**src/rtl/traffic_light_ctrl.sv**
```systemverilog
// Moore traffic-light sequencer (RED -> GREEN -> YELLOW -> RED, with an optional
// WALK phase after RED) advanced by single-cycle ticks from an upstream timer.
module traffic_light_ctrl #(
  parameter int CNT_W           = 4,
  parameter int RED_TICKS       = 6,
  parameter int GREEN_TICKS     = 8,
  parameter int MIN_GREEN_TICKS = 3,
  parameter int YELLOW_TICKS    = 2,
  parameter int WALK_TICKS      = 4
) (
  input  logic       clk,
  input  logic       reset,
  input  logic       tick,
  input  logic       ped_req,
  output logic       red,
  output logic       yellow,
  output logic       green,
  output logic       walk,
  output logic       ped_ack,
  output logic [1:0] dbg_state_o,
  output logic       dbg_ped_pending_o
);

  typedef enum logic [1:0] {
    S_RED    = 2'd0,
    S_GREEN  = 2'd1,
    S_YELLOW = 2'd2,
    S_WALK   = 2'd3
  } state_e;

  localparam logic [CNT_W-1:0] RED_LAST       = CNT_W'(RED_TICKS - 1);
  localparam logic [CNT_W-1:0] GREEN_LAST     = CNT_W'(GREEN_TICKS - 1);
  localparam logic [CNT_W-1:0] MIN_GREEN_LAST = CNT_W'(MIN_GREEN_TICKS - 1);
  localparam logic [CNT_W-1:0] YELLOW_LAST    = CNT_W'(YELLOW_TICKS - 1);
  localparam logic [CNT_W-1:0] WALK_LAST      = CNT_W'(WALK_TICKS - 1);

  state_e           state_q, state_d, next_st;
  logic [CNT_W-1:0] cnt_q, cnt_d;
  logic             pend_q, pend_d;
  logic             ack_q;
  logic             red_q, yellow_q, green_q, walk_q;
  logic             req_any, terminal, enter_walk;

  always_comb begin
    req_any  = pend_q | ped_req;
    terminal = 1'b0;
    next_st  = state_q;
    case (state_q)
      S_RED: begin
        terminal = (cnt_q == RED_LAST);
        next_st  = req_any ? S_WALK : S_GREEN;
      end
      S_GREEN: begin
        // A pending request may cut green short once the minimum has elapsed.
        terminal = (cnt_q == GREEN_LAST) || (req_any && (cnt_q >= MIN_GREEN_LAST));
        next_st  = S_YELLOW;
      end
      S_YELLOW: begin
        terminal = (cnt_q == YELLOW_LAST);
        next_st  = S_RED;
      end
      S_WALK: begin
        terminal = (cnt_q == WALK_LAST);
        next_st  = S_GREEN;
      end
      default: begin
        terminal = 1'b1;
        next_st  = S_RED;
      end
    endcase

    state_d = state_q;
    cnt_d   = cnt_q;
    if (tick) begin
      if (terminal) begin
        state_d = next_st;
        cnt_d   = '0;
      end else begin
        cnt_d = cnt_q + 1'b1;
      end
    end

    enter_walk = tick && terminal && (state_q == S_RED) && req_any;

    // Entering WALK serves the request, so its clear beats a same-cycle set.
    pend_d = pend_q;
    if (enter_walk) begin
      pend_d = 1'b0;
    end else if (ped_req && (state_q != S_WALK)) begin
      pend_d = 1'b1;
    end
  end

  always_ff @(posedge clk or negedge reset) begin
    if (!reset) begin
      state_q  <= S_RED;
      cnt_q    <= '0;
      pend_q   <= 1'b0;
      ack_q    <= 1'b0;
      red_q    <= 1'b1;
      yellow_q <= 1'b0;
      green_q  <= 1'b0;
      walk_q   <= 1'b0;
    end else begin
      state_q  <= state_d;
      cnt_q    <= cnt_d;
      pend_q   <= pend_d;
      ack_q    <= enter_walk;
      red_q    <= (state_d == S_RED) || (state_d == S_WALK);
      yellow_q <= (state_d == S_YELLOW);
      green_q  <= (state_d == S_GREEN);
      walk_q   <= (state_d == S_WALK);
    end
  end

  assign red               = red_q;
  assign yellow            = yellow_q;
  assign green             = green_q;
  assign walk              = walk_q;
  assign ped_ack           = ack_q;
  assign dbg_state_o       = state_q;
  assign dbg_ped_pending_o = pend_q;

endmodule

```
**config.mk**
```make
export PLATFORM = sky130hd
export DESIGN_NAME = traffic_light_ctrl
export DESIGN_NICKNAME = d
export VERILOG_FILES = /design/src/rtl/traffic_light_ctrl.sv
export SDC_FILE = /design/constraint.sdc
export NUM_CORES = 1
export LEC_CHECK = 0
export BUFFER_PORTS_ARGS = -buffer_cell sky130_fd_sc_hd__buf_2
export CORE_ASPECT_RATIO = 0.75
export CORE_MARGIN = 10
export CORE_UTILIZATION = 23
export CTS_CLUSTER_SIZE = 25
export DETAILED_ROUTE_END_ITERATION = 10
export PLACE_DENSITY = 0.36
export SETUP_SLACK_MARGIN = 0.1
export SLEW_MARGIN = 10
export SYNTH_ARGS = -nofsm -noshare
export SYNTH_HDL_FRONTEND = slang
export SYNTH_SLANG_ARGS = --single-unit
```
**constraint.sdc**
```tcl
create_clock -name clk -period 5.6 [get_ports clk]
set_clock_uncertainty 0.1 [all_clocks]
set_input_delay 0.84 -clock clk [delete_from_list [all_inputs] [get_ports clk]]
set_output_delay 0.84 -clock clk [all_outputs]
set_load 0.005 [all_outputs]
```
-- Word-level counts from Yosys, hierarchy flattened
Cells that the tools add are included.
W data, S select, Z words.
- reductions and logical operators: 10
- equality and inequality tests: 11
- magnitude comparators: 1
- bitwise operators: 1
- multiplexer cells: 8
- add/sub/neg operators: 1
- operators by type and width (cell ; number):
    $eq A2 B2 Y1 const B ; 4
    $eq A4 B3 Y1 const B ; 2
    $pmux W2 S4 ; 1
    $mux W2 ; 3
    $logic_and A1 B1 Y1 ; 5
    $add A4 B1 Y4 const B ; 1
    $eq A2 B1 Y1 const B ; 2
    $eq A4 B1 Y1 const B ; 1
    $eq A4 B2 Y1 const B ; 1
    $ge A4 B2 Y1 const B ; 1
    $logic_not A2 Y1 ; 2
    $mux W4 ; 1
    $pmux W1 S4 ; 1
    $logic_or A1 B1 Y1 ; 2
    $mux W1 ; 2
    $ne A2 B2 Y1 const B ; 1
    $reduce_bool A2 Y1 ; 1
    $or A1 B1 Y1 ; 1
- flip-flop bits (word level): 12
- word-level logic and storage cells: 40
- output and inout port bits: 8
- input bits: 4

-- Logic depth before layout (Yosys ltp)
Gate-level depths: netlist of the first run.
- depth in word-level cells: 8
- mapped depth: 7
- gate-level depth less buffers: 7

-- Worst setup path after synthesis of the first run
OpenSTA, ideal clock, no wires.
- path kind: flip-flop to flip-flop
- start: reg state_q[1], in the netlist dbg_state_o[1]
- end: reg walk_q, in the netlist walk
- cell stages (with the launch flop): 7
- slack: 3373 ps
- setup time: 121 ps
- period minus slack after synthesis: 2227 ps
- arrival time: 2005 ps
- cell sequence: dfrtp_1 -> ha_1 -> or4b_1 -> a31oi_4 -> o21ai_4 -> mux2_4 -> ha_1
- word-level cells in the longest chain between the ends: 5
- elaborated cells between the ends (all ways): 9
- classes of those cells: eq/ne: 4; mux: 4; reduce/logical: 1
- ends and longest elaborated chain (item ; line ; text):
    from (decl) ; 37 ; state_e state_q, state_d, next_st;
    from (signal assigned) ; 105 ; state_q <= state_d;
    $eq A2 B2 Y1 (tied with other cells) ; 48 ; case (state_q)
    $pmux W2 S4 / $pmux W1 S4 (equally long branches) ; 48 ;
    $mux W2 ; 75 ; if (terminal) begin
    $mux W2 (*) ; 74 ; if (tick) begin
    named net state_d[1] ; 37 ;
    $eq A2 B2 Y1 (*) ; 112 ; walk_q <= (state_d == S_WALK);
    to (signal assigned) ; 112 ;
    to (decl) ; 41 ; logic red_q, yellow_q, green_q, walk_q;
The timed path passes the listed nets; every way through them passes the cells marked *.
A chain may end at the register's enable or synchronous reset.

-- Worst setup path after layout of the first run
- start: reg cnt_q[1]
- end: reg red_q, in the netlist red
- word-level cells in the longest chain between the ends: 8
- elaborated cells between the ends (all ways): 13
- classes of those cells: order compare: 1; eq/ne: 5; mux: 3; reduce/logical: 4
- ends and longest elaborated chain (item ; line ; text):
    from (decl) ; 38 ; logic [CNT_W-1:0] cnt_q, cnt_d;
    from (signal assigned) ; 106 ; cnt_q <= cnt_d;
    $ge A4 B2 Y1 ; 55 ; terminal = (cnt_q == GREEN_LAST) || (req_any && (cnt_q >= MIN_GREEN_LAST));
    $logic_and A1 B1 Y1 ; 55 ;
    $logic_or A1 B1 Y1 ; 55 ;
    $pmux W1 S4 (*) ; 48 ;
    $mux W2 (*) ; 75 ;
    $mux W2 (*) ; 74 ;
    named net state_d[0] ; 37 ;
    $eq A2 B2 Y1 / $logic_not A2 Y1 (equally long branches) ; 109 ; red_q <= (state_d == S_RED) || (state_d == S_WALK);
    $logic_or A1 B1 Y1 (*) ; 109 ;
    to (signal assigned) ; 109 ;
    to (decl) ; 41 ;
Marked as above.

==> results.sh, run 1 <==
export IMPL_status="completed"
export IMPL_rsz0062_at_grt="no"
export IMPL_clk_pin_slew_ns=0.05
export IMPL_fin_cells=112
export IMPL_track_usage_pct=5.60
export IMPL_firstDrtPassIters=4
export IMPL_cts_buffer_depth=2
export IMPL_cap_violations=0
export IMPL_finalCritPeriodShare_pct=44.4
export IMPL_grt_busiest_layer="met1"
export IMPL_initial_core_util_pct=24.0
export IMPL_nNetsFinal=88
export IMPL_drive_above_1_share_pct=31.1
export IMPL_port_buffers=11
export IMPL_place_gp_congestion=0.697
export IMPL_synth_area_per_cell_um2=11.8
export IMPL_max_freq_mhz=403
export IMPL_grt_antenna_before_repair=0
export IMPL_grt_ovfl_total=0
export IMPL_dpl_hpwl_um=1130
export IMPL_first_global_vias=496
export IMPL_tightestPinTransition_ns=0.425
export IMPL_wire_per_inst_um=13.3
export IMPL_cp_slowest_stage_delay_ns=0.46
export IMPL_critPathTopFamily="compound AO/OA/AOI/OAI gates"
export IMPL_worstSkewPairLatency_ns=0.24
export IMPL_dp_cells=108
export IMPL_hold_buffers=0
export IMPL_cp_cell_sequence="ha_1 > o41ai_1 > a21oi_1 > o21ai_4 > mux2i_1 > ha_1"
export IMPL_synth_seq_cells=12
export IMPL_numClockSinks=12
export IMPL_fin_tns_setup_ns=0
export IMPL_p_per_area_nw_per_um2=550
export IMPL_setup_violations=0
export IMPL_dieArea_um2=5740
export IMPL_crit_path_max_fanout=8
export IMPL_hold_viol_final=0
export IMPL_cts_made_buffers=3
export IMPL_cts_setup_buffers=0
export IMPL_areaGrowthSynthToFinish_pct=20.1
export IMPL_hold_ws_ns=0.376
export IMPL_crit_required_ns=5.67
export IMPL_root_buffer="clkbuf_8"
export IMPL_startpoint_type="flip-flop"
export IMPL_met1_usage_pct=8.29
export IMPL_p_total_w=0.000470
export IMPL_worst_ep_arrival_time_ns=2.55
export IMPL_drt_iter0_markers=25
export IMPL_met3_usage_pct=1.19
export IMPL_cpMaxStageDelayCell="dfrtp_1"
export IMPL_vias=480
export IMPL_postRouteAntennaNets=0
export IMPL_criticalPathCategory="flip-flop to flip-flop"
export IMPL_io_pins=12
export IMPL_antenna_cells=0
export IMPL_slew_violations=0
export IMPL_finalCriticalPeriod_ns=2.48
export IMPL_synthCells=60
export IMPL_die_x_um=84.2
export IMPL_synth_area_um2=711
export IMPL_dieHeight_um=68.1
export IMPL_fp_row_count=17
export IMPL_syn_nets=73
export IMPL_peakVddDrop_mv=0.127
export IMPL_p_leak_nw=0.401
export IMPL_drcViolationCount=0
export IMPL_ctsResizeCount=0
export IMPL_wl_um=1490
export IMPL_relSlewSlack_pct=71.7
export IMPL_gr_usage_met2_pct=6.82
export IMPL_cp_common_cell="ha_1"
export IMPL_htree_levels=1
export IMPL_cts_tree="done"
export IMPL_yosysWarnings=0
export IMPL_grt_pass1_wl_um=2550
export IMPL_vias_per_cell=4.29
export IMPL_core_area_um2=2960
export IMPL_grt_max_degree=13
export IMPL_endpoint_kind="flip-flop"
export IMPL_yosysUniqueCellTypes=27
export IMPL_critical_path_buf_inv_count=0
export IMPL_min_path_type="input port to asynchronous set/reset pin"
export IMPL_synth_seq_area_share_pct=42.4
==> sequential cells by signal (all words and copies together) (netlist names) <==
signal,count
dbg_state_o,2
green,1
walk,1
cnt_q,4
red,1
yellow,1
dbg_ped_pending_o,1
ped_ack,1
==> Yosys cell counts (all sizes together) <==
| cell type | instances | area, um^2 |
|---|---|---|
| dfrtp | 11 | 275 |
| ha | 9 | 113 |
| inv | 5 | 18.8 |
| o21ai | 4 | 31.3 |
| a21oi | 3 | 15.0 |
| mux2 | 3 | 41.3 |
| nand3b | 3 | 22.5 |
| a31oi | 2 | 27.5 |
| mux2i | 2 | 20.0 |
| nand3 | 2 | 10.0 |
| nor2 | 2 | 7.51 |
| nor3b | 2 | 15.0 |
| or4b | 2 | 23.8 |
| a21o | 1 | 7.51 |
| and2 | 1 | 6.26 |
| buf | 1 | 5.00 |
| dfstp | 1 | 26.3 |
| nor3 | 1 | 5.00 |
| o2bb2ai | 1 | 8.76 |
| o31ai | 1 | 7.51 |
| o41ai | 1 | 8.76 |
| or2 | 1 | 6.26 |
| or3b | 1 | 8.76 |
==> per-layer routing <==
layer	vias to the layer above	wire, um
li1	245	-
met1	227	841
met2	6	592
met3	2	37
met4	0	19
met5	-	0
==> stage by stage <==
step	area, um^2	worst slack [ns]	util, %
global route	853	2.93	28.9
global placement	808	3.06	27.3
detailed placement	808	3.11	27.3
finish	853	3.12	28.9
floorplan	711	3.37	-
CTS	853	3.15	28.9
==> kinds of logic (layout without fill, tap and decap cells) <==
logic type,after synthesis,after routing,synth area share [%]
DFF,12,12,42.4
muxes,5,5,8.63
and+or+nand+nor,15,15,14.8
adders and majority gates,9,9,15.8
buffers and inverters,6,20,3.34
AOI/OAI and AO/OA,13,13,15.0
==> worst reg2reg max path, delay by kind of cell, from the launching register on <==
family / cells / cell delay [ns]
multiplexers: 1 / 0.41
adder cells (fa/ha/maj): 2 / 0.52
AO/OA/AOI/OAI: 3 / 0.93
flip-flops: 1 / 0.46
==> final timing paths <==
| kind | cells past startpoint | from | to | slack (ns) |
|---|---|---|---|---|
| worst min-delay path | 1 | reset | ped_ack | 0.38 |
| worst max register to register | 6 | cnt_q[1] | red | 3.12 |
| min in group clk | 2 | dbg_ped_pending_o | dbg_ped_pending_o | 0.51 |
| worst min register to register | 2 | dbg_ped_pending_o | dbg_ped_pending_o | 0.51 |
| max in group asynchronous | 1 | reset | red | 4.75 |
| worst max-delay path | 6 | cnt_q[1] | red | 3.12 |
==> report_power, final <==
group / switching, W / internal, W
Sequential: 0.0000367 / 0.000128
Combinational: 0.000114 / 0.000108
Clock: 0.0000327 / 0.0000502
Total: 0.000183 / 0.000287
==> final cells by class <==
cell class                 count  area, um^2
fill                         310        2100
multi-input combinational     42         385
sequential                    12         302
timing repair buffer          11        55.1
tap                           38        47.5
clock buffer                   4        45.0
inverter                       5        18.8
==> cells in the final DEF, fill, tap and decap left out, types with 2 or more instances in the layout <==
cell type,synthesis,final
buf_2,1,11
nand3b_1,3,3
nor3b_1,2,2
nor2_1,2,2
ha_1,9,9
o21ai_0,3,3
clkbuf_8,0,3
mux2i_1,2,2
dfrtp_1,11,11
inv_1,5,5
a21oi_1,3,3
mux2_4,2,2
nand3_1,2,2
Power figures use the tool's default switching activity.
==> inputs of run 2 (changes only) <==
- PLACE_DENSITY: 0.36 -> 0.38
- clock period: 5.6 -> 2.2 ns (I/O delays scaled with it)
==> run 2 against run 1 <==
The run now ends with negative setup slack left. Global-route usage up 0.31 points. Final area up 25%. Die area unchanged. Core utilization up 7.3 points. Critical path type unchanged.
==> results.sh, run 2 (same netlist as run 1, synthesis figures left out) <==
export IMPL_finalCritPeriodShare_pct=102
export IMPL_fin_tns_setup_ns=-0.152
export IMPL_cts_tree="done"
export IMPL_dieHeight_um=68.1
export IMPL_cts_buffer_depth=2
export IMPL_worst_ep_arrival_time_ns=2.28
export IMPL_track_usage_pct=5.91
export IMPL_drcViolationCount=0
export IMPL_setup_violations=4
export IMPL_final_common_cell="buf_4"
export IMPL_max_freq_mhz=444
export IMPL_drive_above_1_share_pct=53.8
export IMPL_p_total_w=0.00157
export IMPL_dieArea_um2=5740
export IMPL_wl_um=1760
export IMPL_criticalPathCategory="flip-flop to flip-flop"
export IMPL_layout_common_cells="buf_4, dfrtp_1, buf_2"
export IMPL_switching_share_pct=36.7
export IMPL_hold_ws_ns=0.307
export IMPL_vias=556
export IMPL_core_area_um2=2960
export IMPL_areaGrowthSynthToFinish_pct=50.5
export IMPL_peakVddDrop_mv=0.591
export IMPL_dp_slack_ns=-0.0463
export IMPL_grt_ovfl_total=0
export IMPL_pwr_share_comb_pct=59.3
export IMPL_intPower_w=0.000994
export IMPL_rsz0062_at_grt="yes"
export IMPL_route_met3_wl_um=80
export IMPL_dpl_hpwl_um=1260
export IMPL_grt_antenna_before_repair=0
export IMPL_startpoint_type="flip-flop"
export IMPL_postRouteAntennaNets=0
export IMPL_root_buffer="clkbuf_8"
export IMPL_grt_pass1_wl_um=2680
export IMPL_wire_per_inst_um=13.5
export IMPL_numClockSinks=12
export IMPL_io_pins=12
export IMPL_grt_max_degree=13
export IMPL_antenna_cells=0
export IMPL_initial_core_util_pct=24.0
export IMPL_firstDrtPassIters=4
export IMPL_port_buffers=11
export IMPL_crit_path_max_fanout=4
export IMPL_fin_ws_ns=-0.0544
export IMPL_finalCriticalPeriod_ns=2.25
export IMPL_drt_iter0_markers=30
export IMPL_worstSkewPairLatency_ns=0.24
export IMPL_die_x_um=84.2
export IMPL_relSlewSlack_pct=79.6
export IMPL_pwr_share_clk_pct=15.1
export IMPL_wl_met1_um=927
export IMPL_endpoint_kind="flip-flop"
export IMPL_largest_reg_flops=4
export IMPL_top_layer_used="met4"
export IMPL_status="complete, but fails checks"
export IMPL_fp_row_count=17
export IMPL_hold_viol_final=0
export IMPL_violations="negative setup slack"
export IMPL_min_path_type="input port to flip-flop"
export IMPL_crit_required_ns=2.23
export IMPL_switchingPower_w=0.000577
export IMPL_place_gp_congestion=0.712
export IMPL_nNetsFinal=107
export IMPL_htree_levels=1
export IMPL_fin_util_pct=36.2
export IMPL_met2_length_um=735
export IMPL_p_per_area_nw_per_um2=1470
export IMPL_clk_pin_slew_ns=0.05
export IMPL_regMostFlops="cnt_q"
export IMPL_vias_per_cell=4.24
export IMPL_cap_violations=0
export IMPL_p_leak_nw=0.500
export IMPL_slew_violations=0
export IMPL_tightestPinTransition_ns=0.303
export IMPL_cts_made_buffers=3
export IMPL_first_global_vias=522
export IMPL_seqPwrFrac_pct=25.6
==> run 2: power by group through the flow <==
stage / Combinational (W) / Sequential [W] / Clock (W)
6_report: 0.000932 / 0.000402 / 0.000238
5_1_grt: 0.00105 / 0.000418 / 0.000260
4_1_cts: 0.000795 / 0.000394 / 0.000247
3_5_place_dp: 0.000769 / 0.000397 / 0
3_3_place_gp: 0.000788 / 0.000396 / 0
2_1_floorplan: 0.000415 / 0.000411 / 0
==> run 2: layout make-up <==
type | instances | area (um^2)
fillers | 302 | 1890
well taps | 38 | 47.5
clock buffers | 4 | 55.1
multi-input cells | 42 | 443
flip-flops and latches | 12 | 302
inverters | 5 | 18.8
repair buffers | 30 | 204
==> run 2: worst max-delay path: stages, from the launching register on <==
cell and delay (ns):
dfrtp_1 0.41, inv_2 0.08, ha_4 0.16, or4b_4 0.52, a31oi_4 0.24, o21ai_4 0.12
mux2_4 0.36, ha_4 0.17
==> run 2: stage by stage <==
| stage | instances | cell area [um^2] |
|---|---|---|
| floorplan | 60 | 717 |
| global placement | 121 | 912 |
| detailed placement | 121 | 912 |
| CTS | 127 | 985 |
| global route | 131 | 1070 |
| finish | 131 | 1070 |
==> run 2: repair_timing <==
action,in CTS,in global routing
setup endpoints to repair,3,9
pin swaps,1,7
gates resized for setup,0,10
hold buffers,1,0
hold endpoints to repair,11,0
buffers inserted,1,4
==> run 2: path summary, 6_finish.rpt <==
| path | slack [ns] | from | end | depth (start not counted) |
|---|---|---|---|---|
| setup / recovery | -0.05 | dbg_state_o[0] | yellow | 7 |
| hold / removal | 0.31 | ped_req | dbg_ped_pending_o | 3 |
| setup reg to reg | -0.05 | dbg_state_o[0] | yellow | 7 |
| hold reg to reg | 0.47 | dbg_ped_pending_o | dbg_ped_pending_o | 2 |
| max in group asynchronous | 1.31 | reset | red | 2 |
| min in group asynchronous | 0.41 | reset | yellow | 2 |
==> run 2: metal layers <==
| metal | vias to the layer above | track usage [%] |
|---|---|---|
| li1 | 282 | - |
| met1 | 263 | 8.32 |
| met2 | 9 | 7.95 |
| met3 | 2 | 2.61 |
| met4 | 0 | 1.25 |
| met5 | - | 0 |
==> inputs of run 3 (changes only) <==
- CORE_ASPECT_RATIO: 0.75 -> 2
- SETUP_SLACK_MARGIN: 0.1 -> unset
==> run 3 against run 2 <==
The run still ends with negative setup slack left. Register-to-register slack gained 0.04 ns. Worst hold slack lost 0.0086 ns. Sequential share of layout area grew 1.2 points. Final area shrank 3.4%. Count of clock-buffer cells in the layout is the same. Worst setup slack gained 0.038 ns. Clock power grew 2%. Core utilization shrank 1.5 points. Die area grew 1.9%. Critical path type unchanged. Wire length grew 5.5%.
==> results.sh, run 3 (same netlist as run 1, synthesis figures left out) <==
export IMPL_first_global_vias=676
export IMPL_io_pins=12
export IMPL_die_x_um=59.3
export IMPL_cap_violations=0
export IMPL_drcViolationCount=0
export IMPL_seqPwrFrac_pct=27.4
export IMPL_grt_max_degree=13
export IMPL_startpoint_type="flip-flop"
export IMPL_regMostFlops="cnt_q"
export IMPL_p_total_w=0.00152
export IMPL_setup_violations=2
export IMPL_min_path_type="input port to flip-flop"
export IMPL_nNetsFinal=105
export IMPL_violations="negative setup slack"
export IMPL_relSlewSlack_pct=79.0
export IMPL_largest_reg_flops=4
export IMPL_final_common_cell="buf_4"
export IMPL_finalCritPeriodShare_pct=101
export IMPL_postRouteAntennaNets=0
export IMPL_drt_iter0_markers=8
export IMPL_r2r_end="yellow"
export IMPL_hold_end="dbg_ped_pending_o"
export IMPL_dp_cells=115
export IMPL_worstHoldStart="ped_req"
export IMPL_switchingPower_w=0.000558
export IMPL_intPower_w=0.000965
export IMPL_firstDrtPassIters=3
export IMPL_cts_made_buffers=3
export IMPL_grt_busiest_layer="met2"
export IMPL_layout_common_cells="buf_4, buf_2, dfrtp_1"
export IMPL_status="complete, but fails checks"
export IMPL_worstSkewPairLatency_ns=0.24
export IMPL_antenna_cells=0
export IMPL_htree_levels=1
export IMPL_gr_usage_met2_pct=12.8
export IMPL_num_fill_cells=314
export IMPL_worst_ep_arrival_time_ns=2.25
export IMPL_peakVddDrop_mv=0.477
export IMPL_critPathLaunch="dbg_state_o[0]"
export IMPL_initial_core_util_pct=23.9
export IMPL_met1_usage_pct=6.43
export IMPL_drive_above_1_share_pct=54.9
export IMPL_pwr_share_clk_pct=15.9
export IMPL_finalCriticalPeriod_ns=2.22
export IMPL_worstHoldPathCells=3
export IMPL_track_usage_pct=7.05
export IMPL_cts_buffer_depth=2
export IMPL_fin_util_pct=34.7
export IMPL_pwr_share_comb_pct=56.7
export IMPL_grt_ovfl_total=0
export IMPL_numClockSinks=12
export IMPL_fin_ws_ns=-0.0164
export IMPL_p_per_area_nw_per_um2=1470
export IMPL_max_freq_mhz=451
export IMPL_tightestPinTransition_ns=0.312
export IMPL_switching_share_pct=36.6
export IMPL_rr_worst_depth=7
export IMPL_vias_per_cell=4.67
export IMPL_port_buffers=11
export IMPL_p_leak_nw=0.485
export IMPL_dieArea_um2=5850
export IMPL_slew_violations=0
export IMPL_rsz0062_at_grt="yes"
export IMPL_grt_antenna_before_repair=0
export IMPL_criticalPathCategory="flip-flop to flip-flop"
export IMPL_met3_usage_pct=2.31
export IMPL_vias=565
export IMPL_dp_slack_ns=-0.0693
export IMPL_clk_pin_slew_ns=0.05
export IMPL_wl_um=1860
export IMPL_root_buffer="clkbuf_8"
export IMPL_fp_row_count=28
export IMPL_rrSetupSlack_ns=-0.02
export IMPL_wire_per_inst_um=15.4
export IMPL_cts_tree="done"
export IMPL_dieHeight_um=98.6
export IMPL_core_area_um2=2980
export IMPL_crit_required_ns=2.23
export IMPL_grt_pass1_wl_um=3170
export IMPL_endpoint_kind="flip-flop"
export IMPL_hold_viol_final=0
export IMPL_crit_path_max_fanout=5
export IMPL_place_gp_congestion=0.732
export IMPL_dpl_hpwl_um=1460
export IMPL_fin_cells=121
export IMPL_areaGrowthSynthToFinish_pct=45.4
export IMPL_reg2reg_from="dbg_state_o[0]"
export IMPL_hold_ws_ns=0.299
## run 3: changes by cell type in the layout (fill, tap and decap cells not counted)
| cell | delta |
|---|---|
| ha_4 | -1 |
| dfrtp_2 | +2 |
| ha_2 | +1 |
| dfrtp_1 | -2 |
| buf_6 | -1 |
| buf_4 | -1 |
## run 3: worst max-delay path by stage
stage,end,slack [ns],cells past startpoint
after floorplan,walk,-0.01,7
after global placement,yellow,-0.06,7
after detailed placement,walk,-0.07,6
after CTS,walk,-0.05,8
after global routing,walk,-0.09,8
final,yellow,-0.02,7
## run 3: cell type report
cell class | instances | area [um^2] | area share [%]
flip-flops and latches | 12 | 304 | 29.4
inverters | 5 | 18.8 | 1.82
repair buffers | 28 | 185 | 17.9
multi-input cells | 42 | 433 | 41.9
clock buffers | 4 | 55.1 | 5.33
well taps | 30 | 37.5 | 3.63
## run 3: power groups by stage
| stage | Sequential (W) | Clock, W | Combinational (W) |
|---|---|---|---|
| 4_1_cts | 0.000401 | 0.000253 | 0.000825 |
| 5_1_grt | 0.000437 | 0.000266 | 0.000983 |
| 3_3_place_gp | 0.000405 | 0 | 0.000814 |
| 6_report | 0.000418 | 0.000242 | 0.000864 |
| 2_1_floorplan | 0.000411 | 0 | 0.000415 |
| 3_5_place_dp | 0.000402 | 0 | 0.000813 |
## run 3: metal layers
layer,wire length [um],share of wire [%]
met5,0,0
met4,45,2.4
met3,69,3.7
met2,1090,58
met1,658,35
## run 3: critical path, cell delays in order (launching register included)
cell and delay (ns):
dfrtp_2 0.44, inv_2 0.10, ha_4 0.13, or4b_4 0.46, a31oi_4 0.25, o21ai_4 0.11
mux2_4 0.33, ha_2 0.18
## run 3: timing repair
action	4_1_cts	5_1_grt
buffers inserted	0	1
hold buffers	1	0
pin swaps	1	2
endpoints found under the setup margin	3	6
hold endpoints to repair	11	0
gates resized for setup	2	8
## run 3: per-stage QoR
| step | cell area (um^2) | TNS [ns] |
|---|---|---|
| floorplan | 717 | -0.0264 |
| global placement | 917 | -0.150 |
| detailed placement | 917 | -0.161 |
| CTS | 987 | -0.113 |
| global route | 1030 | -0.217 |
| finish | 1030 | -0.0306 |
